## src/rtl/alu_pkg.sv

```systemverilog
// Shared ALU types and defaults for the shift-and-add multiplier.
package alu_pkg;
    typedef enum logic [1:0] {IDLE, RUN, DONE} mul_state_t;
    localparam int MUL_WIDTH_DEFAULT = 4;
endpackage

```

## src/rtl/shift_add_multiplier_if.sv

```systemverilog
// Operand/product handshake bundle for the multiplier.
interface shift_add_multiplier_if #(parameter int WIDTH = 4);
    logic               in_valid;
    logic               in_ready;
    logic [WIDTH-1:0]   a;
    logic [WIDTH-1:0]   b;
    logic               out_valid;
    logic               out_ready;
    logic [2*WIDTH-1:0] product;
    logic               overflow;

    modport master (output in_valid, a, b, out_ready,
                    input  in_ready, out_valid, product, overflow);
    modport slave  (input  in_valid, a, b, out_ready,
                    output in_ready, out_valid, product, overflow);
endinterface

```

## src/rtl/shift_add_multiplier_datapath.sv

```systemverilog
// Multiplicand/multiplier/accumulator registers with the 2*WIDTH adder and shifts.
module mul_datapath import alu_pkg::*; #(
    parameter int WIDTH = MUL_WIDTH_DEFAULT
) (
    input  logic               clk,
    input  logic               rst,
    input  logic               load_i,
    input  logic               step_i,
    input  logic [WIDTH-1:0]   a_i,
    input  logic [WIDTH-1:0]   b_i,
    output logic [2*WIDTH-1:0] acc_sum_o,
    output logic               mplier_nxt_zero_o
);
    logic [2*WIDTH-1:0] mcand_q, mcand_d;
    logic [2*WIDTH-1:0] acc_q, acc_d;
    logic [WIDTH-1:0]   mplier_q, mplier_d;
    logic [2*WIDTH-1:0] acc_sum;
    logic [WIDTH-1:0]   mplier_nxt;

    // Full-width add cannot carry out: (2^W-1)^2 < 2^(2W).
    assign acc_sum           = acc_q + (mplier_q[0] ? mcand_q : '0);
    assign mplier_nxt        = mplier_q >> 1;
    assign acc_sum_o         = acc_sum;
    assign mplier_nxt_zero_o = (mplier_nxt == '0);

    always_comb begin
        mcand_d  = mcand_q;
        mplier_d = mplier_q;
        acc_d    = acc_q;
        if (load_i) begin
            mcand_d  = {{WIDTH{1'b0}}, a_i};
            mplier_d = b_i;
            acc_d    = '0;
        end else if (step_i) begin
            acc_d    = acc_sum;
            mcand_d  = mcand_q << 1;
            mplier_d = mplier_nxt;
        end
    end

    always_ff @(posedge clk) begin
        if (rst) begin
            mcand_q  <= '0;
            mplier_q <= '0;
            acc_q    <= '0;
        end else begin
            mcand_q  <= mcand_d;
            mplier_q <= mplier_d;
            acc_q    <= acc_d;
        end
    end
endmodule

```

## src/rtl/shift_add_multiplier.sv

```systemverilog
// Iterative unsigned shift-and-add multiplier: FSM, iteration count and handshake.
// Optional MUL_EARLY_TERM_EN: finish as soon as the remaining multiplier bits are zero.
module shift_add_multiplier import alu_pkg::*; #(
    parameter int WIDTH = MUL_WIDTH_DEFAULT
) (
    input  logic                    clk,
    input  logic                    rst,
    shift_add_multiplier_if.slave   bus
);
`ifdef MUL_EARLY_TERM_EN
    localparam bit EARLY = 1'b1;
`else
    localparam bit EARLY = 1'b0;
`endif
    localparam int           CW   = $clog2(WIDTH + 1);
    localparam logic [CW-1:0] LAST = CW'(WIDTH - 1);

    mul_state_t         state_q, state_d;
    logic [CW-1:0]      count_q, count_d;
    logic [2*WIDTH-1:0] product_q, product_d;
    logic               overflow_q, overflow_d;
    logic               load, step;
    logic [2*WIDTH-1:0] acc_sum;
    logic               nxt_zero;
    logic               last_iter;

    mul_datapath #(.WIDTH(WIDTH)) u_dp (
        .clk               (clk),
        .rst               (rst),
        .load_i            (load),
        .step_i            (step),
        .a_i               (bus.a),
        .b_i               (bus.b),
        .acc_sum_o         (acc_sum),
        .mplier_nxt_zero_o (nxt_zero)
    );

    // With early exit the shifted-out multiplier reaching zero ends the run;
    // the count bound still holds since the multiplier is empty by then anyway.
    assign last_iter = (EARLY && nxt_zero) || (count_q == LAST);

    assign bus.in_ready  = (state_q == IDLE) && !rst;
    assign bus.out_valid = (state_q == DONE);
    assign bus.product   = product_q;
    assign bus.overflow  = overflow_q;

    always_comb begin
        state_d    = state_q;
        count_d    = count_q;
        product_d  = product_q;
        overflow_d = overflow_q;
        load       = 1'b0;
        step       = 1'b0;
        unique case (state_q)
            IDLE: begin
                if (bus.in_valid) begin
                    load    = 1'b1;
                    count_d = '0;
                    if (EARLY && bus.b == '0) begin
                        state_d    = DONE;
                        product_d  = '0;
                        overflow_d = 1'b0;
                    end else begin
                        state_d = RUN;
                    end
                end
            end
            RUN: begin
                step    = 1'b1;
                count_d = count_q + 1'b1;
                if (last_iter) begin
                    state_d    = DONE;
                    product_d  = acc_sum;
                    overflow_d = |acc_sum[2*WIDTH-1:WIDTH];
                end
            end
            DONE: begin
                if (bus.out_ready) state_d = IDLE;
            end
            default: state_d = IDLE;
        endcase
    end

    always_ff @(posedge clk) begin
        if (rst) begin
            state_q    <= IDLE;
            count_q    <= '0;
            product_q  <= '0;
            overflow_q <= 1'b0;
        end else begin
            state_q    <= state_d;
            count_q    <= count_d;
            product_q  <= product_d;
            overflow_q <= overflow_d;
        end
    end
endmodule

```

## src/flat_wrapper.sv

```systemverilog
// flat-port wrapper written by rule: the top's interface ports become plain ports
module shift_add_multiplier_flat import alu_pkg::*;
#(
    parameter int WIDTH = MUL_WIDTH_DEFAULT
)
  (clk, rst, bus_in_valid, bus_a, bus_b, bus_out_ready, bus_in_ready, bus_out_valid, bus_product, bus_overflow);
  shift_add_multiplier_if #(.WIDTH(WIDTH)) bus_i ();
  input  logic clk;
  input  logic rst;
  input wire logic [$bits(bus_i.in_valid)-1:0] bus_in_valid;
  input wire logic [$bits(bus_i.a)-1:0] bus_a;
  input wire logic [$bits(bus_i.b)-1:0] bus_b;
  input wire logic [$bits(bus_i.out_ready)-1:0] bus_out_ready;
  output wire logic [$bits(bus_i.in_ready)-1:0] bus_in_ready;
  output wire logic [$bits(bus_i.out_valid)-1:0] bus_out_valid;
  output wire logic [$bits(bus_i.product)-1:0] bus_product;
  output wire logic [$bits(bus_i.overflow)-1:0] bus_overflow;
  assign bus_i.in_valid = bus_in_valid;
  assign bus_i.a = bus_a;
  assign bus_i.b = bus_b;
  assign bus_i.out_ready = bus_out_ready;
  assign bus_in_ready = bus_i.in_ready;
  assign bus_out_valid = bus_i.out_valid;
  assign bus_product = bus_i.product;
  assign bus_overflow = bus_i.overflow;
  shift_add_multiplier #(.WIDTH(WIDTH)) u_core (.clk(clk), .rst(rst), .bus(bus_i));
endmodule
```

## config.mk

```make
export PLATFORM = sky130hd
export DESIGN_NAME = shift_add_multiplier_flat
export DESIGN_NICKNAME = d
export VERILOG_FILES = /design/src/rtl/alu_pkg.sv /design/src/rtl/shift_add_multiplier_if.sv /design/src/rtl/shift_add_multiplier_datapath.sv /design/src/rtl/shift_add_multiplier.sv /design/src/flat_wrapper.sv
export SDC_FILE = /design/constraint.sdc
export NUM_CORES = 1
export LEC_CHECK = 0
export BUFFER_PORTS_ARGS = -buffer_cell sky130_fd_sc_hd__buf_2
export CORE_MARGIN = 5
export CORE_UTILIZATION = 50
export DETAILED_ROUTE_END_ITERATION = 16
export GPL_ROUTABILITY_DRIVEN = 0
export PLACE_DENSITY = 0.73
export SLEW_MARGIN = 10
export SYNTH_ARGS = -nofsm -noshare
export SYNTH_HDL_FRONTEND = slang
export SYNTH_SLANG_ARGS = --single-unit
```

## constraint.sdc

```tcl
create_clock -name clk -period 2.4 [get_ports clk]
set_input_delay 0.12 -clock clk [delete_from_list [all_inputs] [get_ports clk]]
set_output_delay 0.12 -clock clk [all_outputs]
set_load 0.01 [all_outputs]
```

; ---- After elaboration in Yosys (flattened, before gate mapping)
; Index checks and enable logic that the tools add are counted.
[totals]
reg_bits = 34
input_bits = 12
out_inout_bits = 11
elab_cells = 40
[op_classes]
n_addsub = 2
eq_ne = 6
n_mux = 14
reduce_logical = 10
[ops]
columns = operator, count
row1 = $mux 4, 4
row2 = $add 8x8->8, 1
row3 = $mux 8, 1
row4 = $mux 2, 3
row5 = $pmux 2 s3, 1
row6 = $pmux 3 s2, 1
row7 = $ne 2x2->1 const B, 2
row8 = $reduce_and 2->1, 2
row9 = $reduce_bool 2->1, 2
row10 = $reduce_or 4->1, 1
row11 = $add 3x1->3 const B, 1
row12 = $eq 3x2->1 const B, 1
row13 = $mux 1, 3
row14 = $mux 3, 1
row15 = $reduce_and 3->1, 1
row16 = $eq 2x1->1 const B, 1
row17 = $eq 2x2->1 const B, 1
row18 = $logic_not 2->1, 1
row19 = $ne 2x1->1 const B, 1
row20 = $reduce_or 2->1, 1
row21 = $logic_and 1x1->1, 1
row22 = $logic_not 1->1, 1

; ---- Logic depth before layout (Yosys ltp)
; Gate-level depths: netlist of the first run.
[depth]
word_depth = 4
ltp_mapped = 9

; ---- Cells and area by module
; Synthesis of the first run repeated with hierarchy kept, for this count alone.
[unflattened]
cells_unflattened = 208
hier_area_um2 = 1771.7
[modules_own_cells]
columns = mod, instances, cells_each, area_each_um2, seq_area_each_um2
row1 = mul_datapath, 1, 142, 1201.2, 400.4
row2 = shift_add_multiplier, 1, 66, 570.5, 280.3

; ---- Worst setup path after synthesis of the first run
; Ideal clock, no wire load.
[synth_timing]
kind = register to register
start = register u_core.u_dp.mplier_q[0]
end = register u_core.overflow_q (netlist: u_core.bus.overflow)
setup_ns = 0.074
arrival_ns = 1.944
slack_ns = 0.382
path_stages_with_launch = 10
period_less_slack_ns = 2.018
path_cell_list = dfxtp_1 -> and2_1 -> ha_1 -> inv_1 -> fa_1 -> nand2b_1 -> a2111o_1 -> o211ai_2 -> nor2_2 -> a31oi_1
[synth_via]
elab_chain_len = 3
[synth_lines]
columns = item, line
row1 = "start, declared", shift_add_multiplier_datapath.sv:16  ; logic [WIDTH-1:0] mplier_q, mplier_d;
row2 = "start signal, assigned", shift_add_multiplier_datapath.sv:48  ; mplier_q <= mplier_d;
row3 = $mux 8, shift_add_multiplier_datapath.sv:21  ; assign acc_sum = acc_q + (mplier_q[0] ? mcand_q : '0);
row4 = $add 8x8->8, shift_add_multiplier_datapath.sv:21
row5 = $reduce_or 4->1, shift_add_multiplier.sv:74  ; overflow_d = |acc_sum[2*WIDTH-1:WIDTH];
row6 = "end signal, assigned", shift_add_multiplier.sv:94  ; overflow_q <= overflow_d;
row7 = "end, declared", shift_add_multiplier.sv:21  ; logic overflow_q, overflow_d;
; Every way passes these cells.
; A chain may end at the register's enable or synchronous reset.

; ---- Worst setup path after layout of the first run
; Ends and elaborated chain as after synthesis.

==> results of run 1 <==
[metal layers]
layer	GRT usage [%]	vias up	part of all wire, %	routed length, um
li1	-	769	-	-
met1	20.7	646	47	1590
met2	26.3	24	47	1590
met3	6.32	4	4.3	144
met4	6.57	0	1.5	51
met5	0	-	0	0
[sequential cells by signal (all words and copies together), names as in the netlist]
signal and count:
u_core.u_dp.acc_q 8, u_core.count_q 3, u_core.u_dp.mcand_q 8, u_core.bus.overflow 1, u_core.u_dp.mplier_q 4, u_core.bus.product 8, u_core.state_q 2
[cell type report]
class | count | area (um2) | area share (%)
multi-input cells | 163 | 967 | 50.8
flip-flops and latches | 34 | 681 | 35.7
repair buffers | 25 | 135 | 7.10
well taps | 46 | 57.6 | 3.02
clock buffers | 7 | 45.0 | 2.37
inverters | 5 | 18.8 | 0.986
[layout by cell type, fill, tap and decap left out, types with 4 or more instances in the layout]
cell type  instances
inv_1              5
and2_1             9
nand2_1           45
ha_1               9
nand3_1            4
buf_2             22
a211oi_1           4
dfxtp_1           34
a21oi_1           29
nand2b_1           4
clkbuf_4           5
nor2_1            19
a22oi_1            6
nor2b_1            4
[cells by family (layout without fill, tap and decap cells)]
group,after synthesis,in the layout
fa+ha+maj,10,10
buf+inv,16,37
xor+xnor,5,5
flops,34,34
simple gates,92,92
compound gates,56,56
[repair_timing]
action                    in CTS  in global routing
buffers inserted               0                  0
hold endpoints to repair       0                  1
gates resized for setup        0                  0
hold buffers                   0                  1
[final timing paths]
| path | from | end | slack [ps] |
|---|---|---|---|
| min | bus_b[3] | u_core.u_dp.mplier_q[3]$_SDFFE_PP0P_ | 40 |
| min reg2reg | u_core.bus.product[5]$_SDFFE_PP0P_ | u_core.bus.product[5]$_SDFFE_PP0P_ | 460 |
| max | u_core.u_dp.mplier_q[0]$_SDFFE_PP0P_ | u_core.bus.overflow$_SDFFE_PP0P_ | 210 |
| max reg2reg | u_core.u_dp.mplier_q[0]$_SDFFE_PP0P_ | u_core.bus.overflow$_SDFFE_PP0P_ | 210 |
[where the power goes]
group	switching [mW]	total, mW	internal [mW]
clock network	0.170	0.280	0.110
registers	0.0109	0.589	0.578
logic	0.0574	0.0888	0.0314
[metrics by stage]
| step | total power [mW] | setup WS [ps] | hold WS, ps |
|---|---|---|---|
| floorplan | 0.663 | 382 | 256 |
| global placement | 0.689 | 275 | 369 |
| detailed placement | 0.690 | 225 | 365 |
| CTS | 0.972 | 213 | 11.1 |
| global route | 1.02 | 26.0 | 15.9 |
| finish | 0.958 | 211 | 45.0 |
[critical path: stages (launching register included)]
cell      delay, ps
dfxtp_1         440
and2_1          160
ha_1            180
inv_1            60
fa_1            380
nand2b_1        200
a2111o_1        380
o211ai_2        110
nor2_2           50
a31oi_1         160
==> results.sh, run 1 <==
export IMPL_synth_most_common_cell="nand2_1"
export IMPL_synth_edff_count=0
export IMPL_cts_buffers=5
export IMPL_antennaDiodeCount=0
export IMPL_worstPathArrival_ps=2450
export IMPL_p_leak_nw=0.776
export IMPL_setup_violations=0
export IMPL_seq_area_frac_synth_pct=39.3
export IMPL_drt_iter0_drc=98
export IMPL_vias_per_cell=5.15
export IMPL_synthXorXnorAreaFrac_pct=2.96
export IMPL_finalCritPeriodShare_pct=91.2
export IMPL_drt_first_pass_iters=4
export IMPL_fin_setup_tns_ps=0
export IMPL_portBuffers=22
export IMPL_vdd_drop_max_v=0.000288
export IMPL_synthAdderAreaFrac_pct=7.66
export IMPL_postLayoutCoreUtil_pct=57.1
export IMPL_htreeDepth=2
export IMPL_synth_mux_area_share_pct=0
export IMPL_grt_usage_pct=16.8
export IMPL_antenna_found_initial=0
export IMPL_rsz0062_at_grt="no"
export IMPL_synth_flop_cell="dfxtp_1"
export IMPL_path_class="reg2reg"
export IMPL_cts_tree="done"
export IMPL_max_freq_mhz=457
export IMPL_die_area_um2=4740
export IMPL_row_count=21
export IMPL_power_density_nw_per_um2=503
export IMPL_drt_wl_total_mm=3.37
export IMPL_fin_worst_skew_ps=5.47
export IMPL_clkSlewWorstSetupHoldPaths_ps=90
export IMPL_synth_area_um2=1730
export IMPL_synth_area_leaders="dfxtp_1 39%, nand2_1 9.8%, a21oi_1 8.4%, ha_1 6.5%, nor2_1 4.1%"
export IMPL_max_slew_margin_pct=49.4
export IMPL_cp_required_ps=2660
export IMPL_drc=0
export IMPL_syn_nets=235
export IMPL_design_area_um2=1900
export IMPL_status="finished clean"
export IMPL_drtAntennaViolNets=0
export IMPL_min_path_cells=3
export IMPL_core_area_um2=3340
export IMPL_grt_pass1_vias=1321
export IMPL_place_hpwl_mm=2.52
export IMPL_yosysWarnings=0
export IMPL_cp_max_fo=9
export IMPL_dr_total_vias=1443
export IMPL_area_growth_pct=9.97
export IMPL_ys_top_cells_by_count="45 x nand2_1, 34 x dfxtp_1, 29 x a21oi_1"
export IMPL_drv_cap=0
export IMPL_grt_pass1_wl_mm=5.82
export IMPL_synthArstFlopShare_pct=0
export IMPL_clockRootBuffer="clkbuf_4"
export IMPL_ys_seq_elements=34
export IMPL_end_kind="flip-flop"
export IMPL_start_util_pct=51.9
export IMPL_hold_violations=0
export IMPL_avgSynthCellArea_um2=8.13
export IMPL_dp_cells=272
export IMPL_synth_cells=213
export IMPL_synth_top_family_by_area="simple AND/OR/NAND/NOR gates"
export IMPL_fillers=344
export IMPL_cts_sinks=34
export IMPL_synth_top_area_share_pct=39.3
export IMPL_fin_nets=256
export IMPL_drive_above_1_share_pct=15.0
export IMPL_rr_worst_depth=9
export IMPL_detail_route_wl_per_cell_um=12.0
export IMPL_max_slew_worst_pin_slew_ps=759
export IMPL_synthSimpleGateAreaFrac_pct=24.5
export IMPL_die_w_um=68.9
export IMPL_synth_cell_types=42
export IMPL_placed_cell_area_um2=1850
export IMPL_pin_count=23
export IMPL_hold_path_class="in2reg"
export IMPL_overflow=0
export IMPL_clock_path_buffers=2
export IMPL_grt_max_degree=26
export IMPL_clock_latency_ps=320
export IMPL_yosysTopAreaCell="dfxtp_1"
export IMPL_dieHeight_um=68.9
export IMPL_finalNonFillerCells=280
export IMPL_setup_worst_path_start_class="flip-flop"
export IMPL_fin_crit_ps=2190
export IMPL_synth_compound_area_share_pct=20.7
export IMPL_finalMaxSlewViolations=0
(Power assumes the default switching activity.)
==> run 2, diff against run 1 <==
--- a/config.mk
+++ b/config.mk
@@ -10,6 +10,7 @@
 export CORE_UTILIZATION = 50
 export DETAILED_ROUTE_END_ITERATION = 16
 export GPL_ROUTABILITY_DRIVEN = 0
+export MAX_ROUTING_LAYER = met4
 export PLACE_DENSITY = 0.73
 export SLEW_MARGIN = 10
 export SYNTH_ARGS = -nofsm -noshare
==> run 2 against run 1 <==
  * Non-clock buffer count shrank 1
  * Worst hold slack worse by 17 ps
  * Utilization shrank 0.30 points
  * Largest power group unchanged
  * Setup slack got worse by 4.1 ps
  * Wire length grew 0.18%
  * Power fell by 0.13%
  * Critical path depth stayed put
  * Critical endpoint unchanged
  * Global-route usage increased by 0.26 points
  * Cell area shrank 0.53%
  * Flip-flop and latch count unchanged
  * Combinational power decreased by 0.9%
==> results.sh, run 2 (same netlist as run 1, synthesis figures left out) <==
export IMPL_status="finished clean"
export IMPL_drive_above_1_share_pct=15.0
export IMPL_cts_tree="done"
export IMPL_drt_wl_total_mm=3.38
export IMPL_vdd_drop_max_v=0.000288
export IMPL_rsz0062_at_grt="no"
export IMPL_fin_worst_skew_ps=4.95
export IMPL_dr_total_vias=1432
export IMPL_most_common_layout_cells="45 x nand2_1, 34 x dfxtp_1, 29 x a21oi_1, 22 x buf_2, 19 x nor2_1"
export IMPL_setup_worst_path_start_class="flip-flop"
export IMPL_cts_sinks=34
export IMPL_grt_max_degree=26
export IMPL_antennaDiodeCount=0
export IMPL_die_area_um2=4740
export IMPL_cts_hold_buf=0
export IMPL_vias_per_cell=5.13
export IMPL_fin_ws_ps=207
export IMPL_drt_iter0_drc=80
export IMPL_dp_slack_ps=225
export IMPL_finalCritPeriodShare_pct=91.4
export IMPL_placed_cell_area_um2=1850
export IMPL_fin_nets=255
export IMPL_area_growth_pct=9.39
export IMPL_hold_violations=0
export IMPL_core_area_um2=3340
export IMPL_overflow=0
export IMPL_grt_pass1_vias=1320
export IMPL_clock_latency_ps=320
export IMPL_detail_route_wl_per_cell_um=12.1
export IMPL_pin_count=23
export IMPL_hold_ws_ps=28.3
export IMPL_path_class="reg2reg"
export IMPL_start_util_pct=51.9
export IMPL_power_density_nw_per_um2=505
export IMPL_portBuffers=22
export IMPL_max_slew_margin_pct=48.9
export IMPL_row_count=21
export IMPL_finalMaxSlewViolations=0
export IMPL_drc=0
export IMPL_clkSlewWorstSetupHoldPaths_ps=90
export IMPL_cts_resized=0
export IMPL_clockRootBuffer="clkbuf_4"
export IMPL_die_w_um=68.9
export IMPL_hold_path_class="in2reg"
export IMPL_p_leak_nw=0.772
export IMPL_design_area_um2=1890
export IMPL_htreeDepth=2
export IMPL_cp_max_fo=9
export IMPL_cp_required_ps=2660
export IMPL_drt_first_pass_iters=4
export IMPL_fin_crit_ps=2190
export IMPL_cts_buffers=5
export IMPL_worstPathArrival_ps=2450
export IMPL_clock_path_buffers=2
export IMPL_max_freq_mhz=456
export IMPL_antenna_found_initial=0
export IMPL_setup_violations=0
export IMPL_place_hpwl_mm=2.52
export IMPL_max_slew_worst_pin_slew_ps=766
export IMPL_end_kind="flip-flop"
export IMPL_fin_setup_tns_ps=0
export IMPL_grt_usage_pct=17.0
export IMPL_final_common_cell="nand2_1"
export IMPL_grt_pass1_wl_mm=5.82
export IMPL_cts_setup_buffers=0
export IMPL_drtAntennaViolNets=0
export IMPL_drv_cap=0
export IMPL_dieHeight_um=68.9
## run 2: changes by cell type in the layout (fill, tap and decap cells not counted), sizes merged
| cell | delta |
|---|---|
| dlygate4sd3 | -1 |
## run 2: path summary, 6_finish.rpt
path / cells past startpoint / start / slack (ps) / endpoint
setup / recovery: 9 / u_core.u_dp.mplier_q[0]$_SDFFE_PP0P_ / 210 / u_core.bus.overflow$_SDFFE_PP0P_
hold / removal: 3 / bus_a[0] / 30 / u_core.u_dp.mcand_q[0]$_SDFFE_PP0P_
setup reg to reg: 9 / u_core.u_dp.mplier_q[0]$_SDFFE_PP0P_ / 210 / u_core.bus.overflow$_SDFFE_PP0P_
hold reg to reg: 2 / u_core.bus.product[5]$_SDFFE_PP0P_ / 460 / u_core.bus.product[5]$_SDFFE_PP0P_
## run 2: power by group
| group | leakage [nW] | internal, mW | switching (mW) |
|---|---|---|---|
| combinational | 0.471 | 0.0303 | 0.0577 |
| clock | 0.0254 | 0.110 | 0.170 |
| sequential | 0.276 | 0.578 | 0.0108 |
## run 2: area by class of cell
| class | count | area (um2) |
|---|---|---|
| fill | 345 | 1440 |
| multi-input combinational | 163 | 967 |
| sequential | 34 | 681 |
| timing repair buffer | 24 | 125 |
| tap | 46 | 57.6 |
| clock buffer | 7 | 45.0 |
| inverter | 5 | 18.8 |
## run 2: routing by layer
layer	vias to the layer above	routed length [um]	track usage, %
li1	764	-	-
met1	640	1620	20.7
met2	22	1570	26.3
met3	6	129	5.35
met4	0	57	6.57
met5	-	0	-
## run 2: metrics by stage
step	cells	power [mW]	utilization, %
floorplan	213	0.663	-
global placement	272	0.689	55.4
detailed placement	272	0.690	55.4
CTS	279	0.972	56.8
global route	279	1.01	56.8
finish	279	0.957	56.8
## run 2: critical path, stage by stage, from the launching register on
cell and delay, ps:
dfxtp_1 440, and2_1 160, ha_1 180, inv_1 60
fa_1 380, nand2b_1 200, a2111o_1 380, o211ai_2 110
nor2_2 50, a31oi_1 160
==> run 3, diff against run 2 <==
--- a/config.mk
+++ b/config.mk
@@ -6,6 +6,7 @@
 export NUM_CORES = 1
 export LEC_CHECK = 0
 export BUFFER_PORTS_ARGS = -buffer_cell sky130_fd_sc_hd__buf_2
+export CORE_ASPECT_RATIO = 1.4
 export CORE_MARGIN = 5
 export CORE_UTILIZATION = 50
 export DETAILED_ROUTE_END_ITERATION = 16
==> run 3 against run 2 <==
  * Non-clock buffer count unchanged
  * Critical endpoint is now u_core.bus.product[6]$_SDFFE_PP0P_
  * Register-to-register slack better by 30 ps
  * Critical path type unchanged
  * Clock power is 53% higher
  * Wire length rose by 3.3%
  * Cell count down 1.8%
==> results.sh, run 3 (same netlist as run 1, synthesis figures left out) <==
export IMPL_max_freq_mhz=462
export IMPL_multi_input_area_um2=967
export IMPL_drtAntennaViolNets=0
export IMPL_fillers=321
export IMPL_antenna_found_initial=0
export IMPL_grt_max_degree=26
export IMPL_clkSlewWorstSetupHoldPaths_ps=70
export IMPL_vias_per_cell=5.28
export IMPL_dr_total_vias=1446
export IMPL_drt_iter0_drc=29
export IMPL_vdd_drop_max_v=0.000383
export IMPL_cts_setup_buffers=0
export IMPL_cts_resized=0
export IMPL_grt_pass1_vias=1359
export IMPL_grt_usage_pct=16.8
export IMPL_cp_required_ps=2620
export IMPL_path_class="reg2reg"
export IMPL_dieHeight_um=79.6
export IMPL_htreeDepth=2
export IMPL_cts_hold_buf=0
export IMPL_rsz0062_at_grt="no"
export IMPL_setup_violations=0
export IMPL_clock_latency_ps=280
export IMPL_placed_cell_area_um2=1840
export IMPL_setup_worst_path_start_class="flip-flop"
export IMPL_finalNonFillerCells=274
export IMPL_max_slew_worst_pin_slew_ps=727
export IMPL_portBuffers=22
export IMPL_row_count=25
export IMPL_pin_count=23
export IMPL_fin_worst_skew_ps=10.9
export IMPL_fin_nets=255
export IMPL_cp_max_fo=9
export IMPL_detail_route_wl_per_cell_um=12.7
export IMPL_clockRootBuffer="clkbuf_8"
export IMPL_final_common_cell="nand2_1"
export IMPL_die_area_um2=4760
export IMPL_most_common_layout_cells="45 x nand2_1, 34 x dfxtp_1, 29 x a21oi_1, 22 x buf_2, 19 x nor2_1"
export IMPL_grt_pass1_wl_mm=5.98
export IMPL_max_slew_margin_pct=51.5
export IMPL_drv_cap=0
export IMPL_status="finished clean"
export IMPL_dp_cells=266
export IMPL_drt_wl_total_mm=3.49
export IMPL_overflow=0
export IMPL_ff_latch_area_um2=681
export IMPL_power_mw=1.10
export IMPL_dp_slack_ps=228
export IMPL_die_w_um=59.7
export IMPL_design_area_um2=1930
export IMPL_start_util_pct=51.7
export IMPL_finalMaxSlewViolations=0
export IMPL_place_hpwl_mm=2.63
export IMPL_core_area_um2=3350
export IMPL_finalCritPeriodShare_pct=90.3
export IMPL_fin_ws_ps=234
export IMPL_drive_above_1_share_pct=15.8
export IMPL_cts_tree="done"
export IMPL_p_leak_nw=0.795
export IMPL_cts_sinks=34
export IMPL_worstPathArrival_ps=2390
export IMPL_antennaDiodeCount=0
export IMPL_fin_crit_ps=2170
export IMPL_drc=0
export IMPL_cts_buffers=5
export IMPL_area_growth_pct=11.6
export IMPL_end_kind="flip-flop"
export IMPL_hold_path_class="in2reg"
export IMPL_power_density_nw_per_um2=571
export IMPL_drt_first_pass_iters=4
export IMPL_clock_path_buffers=2
export IMPL_hold_violations=0
export IMPL_fin_setup_tns_ps=0
run 3: cell types whose count changed in the layout (fill, tap and decap cells not counted):
cell,before,now
clkbuf_4,5,0
clkinv_2,0,1
clkbuf_8,0,6
clkbuf_1,2,1
run 3: path summary, 6_finish.rpt:
check,slack [ps],endpoint,cells after the start,startpoint
max,230,u_core.bus.product[6]$_SDFFE_PP0P_,9,u_core.u_dp.mplier_q[0]$_SDFFE_PP0P_
min,70,u_core.u_dp.mplier_q[3]$_SDFFE_PP0P_,3,bus_b[3]
max reg2reg,230,u_core.bus.product[6]$_SDFFE_PP0P_,9,u_core.u_dp.mplier_q[0]$_SDFFE_PP0P_
min reg2reg,450,u_core.bus.product[5]$_SDFFE_PP0P_,2,u_core.bus.product[5]$_SDFFE_PP0P_
run 3: routing by layer:
metal,global-route usage (%),share of wire [%]
met1,18.3,43
met2,28.8,52
met5,-,0
met3,3.88,2.7
met4,6.65,1.9
run 3: final cells by class:
cell class | count | area share (%)
Tap cell | 40 | 2.59
Clock buffer | 7 | 4.47
Multi-Input combinational cell | 163 | 50.0
Inverter | 5 | 0.971
Timing Repair Buffer | 24 | 6.47
Clock inverter | 1 | 0.259
Sequential cell | 34 | 35.2
run 3: power by group:
group / internal [mW] / switching, mW
Sequential: 0.578 / 0.0107
Clock: 0.231 / 0.198
Combinational: 0.0302 / 0.0564
run 3: per-stage QoR:
step,util [%],hold WS [ps]
6_report,57.8,73.4
4_1_cts,57.8,68.5
3_3_place_gp,55.0,365
3_5_place_dp,55.0,368
5_1_grt,57.8,99.4
2_1_floorplan,-,256
run 3: worst max-delay path, stage by stage (launching register included):
cell      delay, ps
dfxtp_1         420
and2_1          160
ha_1            180
inv_1            60
fa_1            380
nand2b_1        200
a2111o_1        380
o211ai_2        110
nand2_1          90
a21oi_1         130
